$ cat src/rtl/jtag_reg_bridge.sv
// Debug-module register access bridge onto the register file JTAG side-port, retrying writes that collide with core writes.
// Optional read-back verify of each landed write is compiled in with JTAG_REG_VERIFY_EN.
module jtag_reg_bridge #(
   parameter int unsigned MAX_RETRY = 15
) (
   input  logic        clk_i,
   input  logic        rst_i,
   input  logic        req_valid_i,
   output logic        req_ready_o,
   input  logic        req_we_i,
   input  logic [4:0]  req_addr_i,
   input  logic [31:0] req_wdata_i,
   output logic        rsp_valid_o,
   input  logic        rsp_ready_i,
   output logic [31:0] rsp_rdata_o,
   output logic        rsp_err_o,
   output logic        jtag_we_o,
   output logic [4:0]  jtag_addr_o,
   output logic [31:0] jtag_wdata_o,
   input  logic [31:0] jtag_rdata_i,
   input  logic        ex_we_i,
   input  logic [4:0]  ex_waddr_i,
   output logic        busy_o
);

   localparam int unsigned REG_ADDR_W = 5;
   localparam int unsigned REG_W      = 32;
   localparam int unsigned CNT_W      = $clog2(MAX_RETRY + 1);

   typedef enum logic [2:0] {
      S_IDLE,
      S_WRITE,
      S_READ,
      S_RESP
`ifdef JTAG_REG_VERIFY_EN
      , S_VERIFY
`endif
   } state_t;

   state_t           state;
   logic [CNT_W-1:0] retry_q;
   logic             collision;

   // Any enabled core write to a non-zero register wins the port and drops our write
   assign collision = ex_we_i && (ex_waddr_i != REG_ADDR_W'(0));

   always_ff @(posedge clk_i) begin
      if (rst_i) begin
         state        <= S_IDLE;
         retry_q      <= '0;
         req_ready_o  <= 1'b0;
         rsp_valid_o  <= 1'b0;
         rsp_err_o    <= 1'b0;
         rsp_rdata_o  <= '0;
         jtag_we_o    <= 1'b0;
         jtag_addr_o  <= '0;
         jtag_wdata_o <= '0;
         busy_o       <= 1'b0;
      end else begin
         case (state)
            S_IDLE: begin
               if (req_valid_i && req_ready_o) begin
                  jtag_addr_o  <= req_addr_i;
                  jtag_wdata_o <= req_wdata_i;
                  retry_q      <= '0;
                  req_ready_o  <= 1'b0;
                  busy_o       <= 1'b1;
                  if (!req_we_i) begin
                     state <= S_READ;
                  end else if (req_addr_i == REG_ADDR_W'(0)) begin
                     // x0 is hardwired, so the write completes without touching the port
                     state       <= S_RESP;
                     rsp_valid_o <= 1'b1;
                     rsp_err_o   <= 1'b0;
                     rsp_rdata_o <= req_wdata_i;
                  end else begin
                     state     <= S_WRITE;
                     jtag_we_o <= 1'b1;
                  end
               end else begin
                  req_ready_o <= 1'b1;
               end
            end
            S_WRITE: begin
               if (collision) begin
                  if (retry_q != CNT_W'(MAX_RETRY)) begin
                     retry_q <= retry_q + CNT_W'(1);
                  end
                  if (retry_q >= CNT_W'(MAX_RETRY - 1)) begin
                     state       <= S_RESP;
                     jtag_we_o   <= 1'b0;
                     rsp_valid_o <= 1'b1;
                     rsp_err_o   <= 1'b1;
                     rsp_rdata_o <= jtag_wdata_o;
                  end
               end else begin
                  jtag_we_o <= 1'b0;
`ifdef JTAG_REG_VERIFY_EN
                  state <= S_VERIFY;
`else
                  state       <= S_RESP;
                  rsp_valid_o <= 1'b1;
                  rsp_err_o   <= 1'b0;
                  rsp_rdata_o <= jtag_wdata_o;
`endif
               end
            end
`ifdef JTAG_REG_VERIFY_EN
            S_VERIFY: begin
               state       <= S_RESP;
               rsp_valid_o <= 1'b1;
               rsp_err_o   <= (jtag_rdata_i != jtag_wdata_o);
               rsp_rdata_o <= jtag_rdata_i;
            end
`endif
            S_READ: begin
               state       <= S_RESP;
               rsp_valid_o <= 1'b1;
               rsp_err_o   <= 1'b0;
               rsp_rdata_o <= REG_W'(jtag_rdata_i);
            end
            S_RESP: begin
               if (rsp_ready_i) begin
                  state       <= S_IDLE;
                  rsp_valid_o <= 1'b0;
                  busy_o      <= 1'b0;
                  req_ready_o <= 1'b1;
               end
            end
            default: begin
               state <= S_IDLE;
            end
         endcase
      end
   end

endmodule

$ cat config.mk
export PLATFORM = sky130hd
export DESIGN_NAME = jtag_reg_bridge
export DESIGN_NICKNAME = d
export VERILOG_FILES = /design/src/rtl/jtag_reg_bridge.sv
export SDC_FILE = /design/constraint.sdc
export NUM_CORES = 1
export LEC_CHECK = 0
export ABC_AREA = 1
export CORE_ASPECT_RATIO = 1.2
export CORE_MARGIN = 1
export CORE_UTILIZATION = 43
export CTS_CLUSTER_DIAMETER = 40
export DETAILED_ROUTE_END_ITERATION = 10
export PLACE_DENSITY = 0.9
export SYNTH_ARGS = -nofsm -noshare
export SYNTH_HDL_FRONTEND = slang
export SYNTH_SLANG_ARGS = --single-unit
export TNS_END_PERCENT = 50
$ cat constraint.sdc
create_clock -name clk_i -period 2.1 [get_ports clk_i]
set_clock_uncertainty 0.2 [all_clocks]
set_input_delay 0.21 -clock clk_i [delete_from_list [all_inputs] [get_ports clk_i]]
set_output_delay 0.21 -clock clk_i [all_outputs]
set_load 0.02 [all_outputs]
==> run metrics <==
total count of hold-check failures in the final report 0; maximum buffer depth of the clock tree 2; die span in x 87.7 um; result of the run completed; post-synthesis instance area ~3800 um^2; clock-pin slew on the worst setup and hold paths 80 ps; most common cell after layout, fill and taps aside clkdlybuf4s50_1; top cell type by total area after synthesis dfxtp_1; power per cell area 1300 nW/um^2; total setup violations reported at the end of the flow 0; Max Fclk just over 0.5 GHz; fin area approximately 5700 um^2; Initial DRC Count 205; category of the worst setup path launch point register; smallest setup slack after layout ~160 ps; non-filler instance count after layout 824; H-tree levels 3; crit-path max cell delay 390 ps; post-layout util 0.661; cell types with the largest area share after synthesis dfxtp_1, o21ai_0, nand2_1; setup repair after global routing missed its margin false; Critical Path AT 1980 ps; number of clock sinks 80; placed standard-cell area between 5000 and 6000 um^2; number of slew-limit violations in the final report 0; standard cell with the maximum stage delay on the critical path dfxtp_1; die area 9200 um^2; Hold Path Depth 2; post-cts sizing count 0; nature of the critical path endpoint register; later-pin clock latency in the skew report 340 ps; number of buffers inserted for hold repair after clock tree synthesis 0; count of warnings emitted by yosys 0; initial core utilization 0.443; most frequently used flop master after synthesis dfxtp_1; row count 37; hold path endpoint jtag_wdata_o[24]$_SDFFE_PP0P_; start of the worst register-to-register path state[0]$_SDFFE_PP0P_; Antenna Cells 0; core area 8560 um^2; post-synthesis cell type count 24; CTS Buf Count 9; layout cells sized above 1 0.0537; Die Ht 105 um; number of vias in the routed layout ~4200; Final ANT Viol Nets 0; total half-perimeter wirelength after legalization and detailed placement 7710 um; number of flip-flops and latches in the synthesized netlist 80; R2R Path End rsp_rdata_o[3]$_SDFFE_PP0P_; leak pwr 2.19 nW; CP bufs+invs 2; CTS root buffer clkbuf_8; drt pass-1 iters 5; proportion of netlist area held by the largest area contributor 0.422; Max-Slew Margin vs Limit 0.730; number of synthesized flops with an enable pin 0; Crit path top cell by count nand2_1; instance count after placement with tap cells included 807; CTS tree built; min Tclk post-route 1940 ps; Tot GR Track Use 0.240; IR Drop Worst-Case VDD around 800 uV; Power, Total ~7.4 mW; Max-cap violations 0; ratio of routed vias to standard cells roughly 5.1; maximum fanout count along the critical path 25; post-route fraction of the period consumed by the critical path 0.924; post-synthesis instance total 561; R2R depth 9; Routability Congestion 0.859; wire length of the first global-routing pass 17700 um; type of the most critical hold path reg2reg; type of the worst setup path reg2reg; Synth Net Count ~650; GRT Residual Overflow 0; Wirelength per Cell 13.4 um; post-synthesis async set-or-reset flop share 0; buffers inserted by post-CTS timing repair 0; worst slew pin tran roughly 400 ps; register-to-register path setup slack 160 ps; WHS 263 ps; initial antenna violation count 0; drc violations 0; number of global-route vias before repair 3966; Avg Synthesized Cell Area slightly below 7 um^2; count of input and output buffers 153; Cell Chain, Critical Path inv_1 > ha_2 > nand2_1 > nand3_1 > nor2_4 > buf_12 > nand2_1 > nand2_1 > nor2_1; required time of the critical path 2140 ps; commonest cells after routing, fill and taps aside clkdlybuf4s50_1, o21ai_0, nand2_1; pin count of the biggest net entering global routing 75; worst hold path startpoint jtag_wdata_o[24]$_SDFFE_PP0P_; fin nets 788; FILL cells between 700 and 800; final WL 11100 um; number of top-level pins 154; setup slack at placement approximately 65 ps; summed negative setup slack over all endpoints 0 ps; largest delay contributor family on the critical path simple AND/OR/NAND/NOR gates; relative area change from synthesis to final layout 49.3%; sequential-to-total area share from yosys stat 0.422
layout make-up:
type | instances | area (um^2) | area share
inverters | 51 | 191 | 0.0338
well taps | 117 | 146 | 0.0259
repair buffers | 165 | 1710 | 0.301
clock buffers | 11 | 131 | 0.0232
multi-input cells | 395 | 1830 | 0.323
clock inverters | 5 | 57.6 | 0.0102
flip-flops and latches | 80 | 1600 | 0.283
cells in the mapped netlist, types with 2 or more instances:
cell type / number
nand2_1: 99
a21oi_1: 70
clkbuf_1: 15
buf_1: 4
inv_1: 48
nor2_1: 95
inv_2: 2
o21ai_0: 102
buf_6: 6
nand4_1: 2
ha_1: 6
buf_2: 10
nand3_1: 12
dfxtp_1: 80
layer usage:
metal / part of all wire / global-route usage / routed length [um] / up-vias
li1: - / - / - / 2091
met1: 0.40 / 0.286 / 4400 / 1895
met2: 0.51 / 0.415 / 5590 / 183
met3: 0.068 / 0.0411 / 749 / 28
met4: 0.030 / 0.102 / 333 / 0
met5: 0 / 0 / 0 / -
worst max path at each step:
stage / startpoint / endpoint / cells after the start
6_report: state[0]$_SDFFE_PP0P_ / rsp_rdata_o[3]$_SDFFE_PP0P_ / 9
4_1_cts: state[0]$_SDFFE_PP0P_ / rsp_rdata_o[23]$_SDFFE_PP0P_ / 9
3_3_place_gp: req_addr_i[1] / rsp_rdata_o[18]$_SDFFE_PP0P_ / 10
2_1_floorplan: state[0]$_SDFFE_PP0P_ / rsp_rdata_o[0]$_SDFFE_PP0P_ / 10
5_1_grt: state[0]$_SDFFE_PP0P_ / rsp_rdata_o[10]$_SDFFE_PP0P_ / 9
3_5_place_dp: req_addr_i[1] / rsp_rdata_o[23]$_SDFFE_PP0P_ / 10
report_power, final:
part	switching (mW)	internal, mW	total, mW	leakage, nW
combinational	2.40	1.69	4.09	1.44
sequential	0.232	1.94	2.17	0.653
clock	0.546	0.551	1.10	0.0973
logic make-up (layout without fill, tap and decap cells):
group	count (synthesis)	count (layout)	synth area share
XOR/XNOR	2	2	0.00462
AO/OA/AOI/OAI	173	173	0.229
buffers and inverters	86	232	0.100
flip-flops	80	80	0.422
AND/OR/NAND/NOR	214	214	0.224
adder cells (fa/ha/maj)	6	6	0.0198
worst min-delay path, delay by kind of cell, from the launching register on:
family / cells / cell delay [ps]
buffers and inverters: 1 / 60
AOI/OAI and AO/OA: 1 / 50
DFF: 1 / 310
state kept, by name (all words and copies together), names as in the netlist:
register,cells
rsp_err_o,1
rsp_rdata_o,32
retry_q,4
req_ready_o,1
rsp_valid_o,1
jtag_we_o,1
state,2
busy_o,1
jtag_wdata_o,32
jtag_addr_o,5
(Power assumes the default switching activity.)
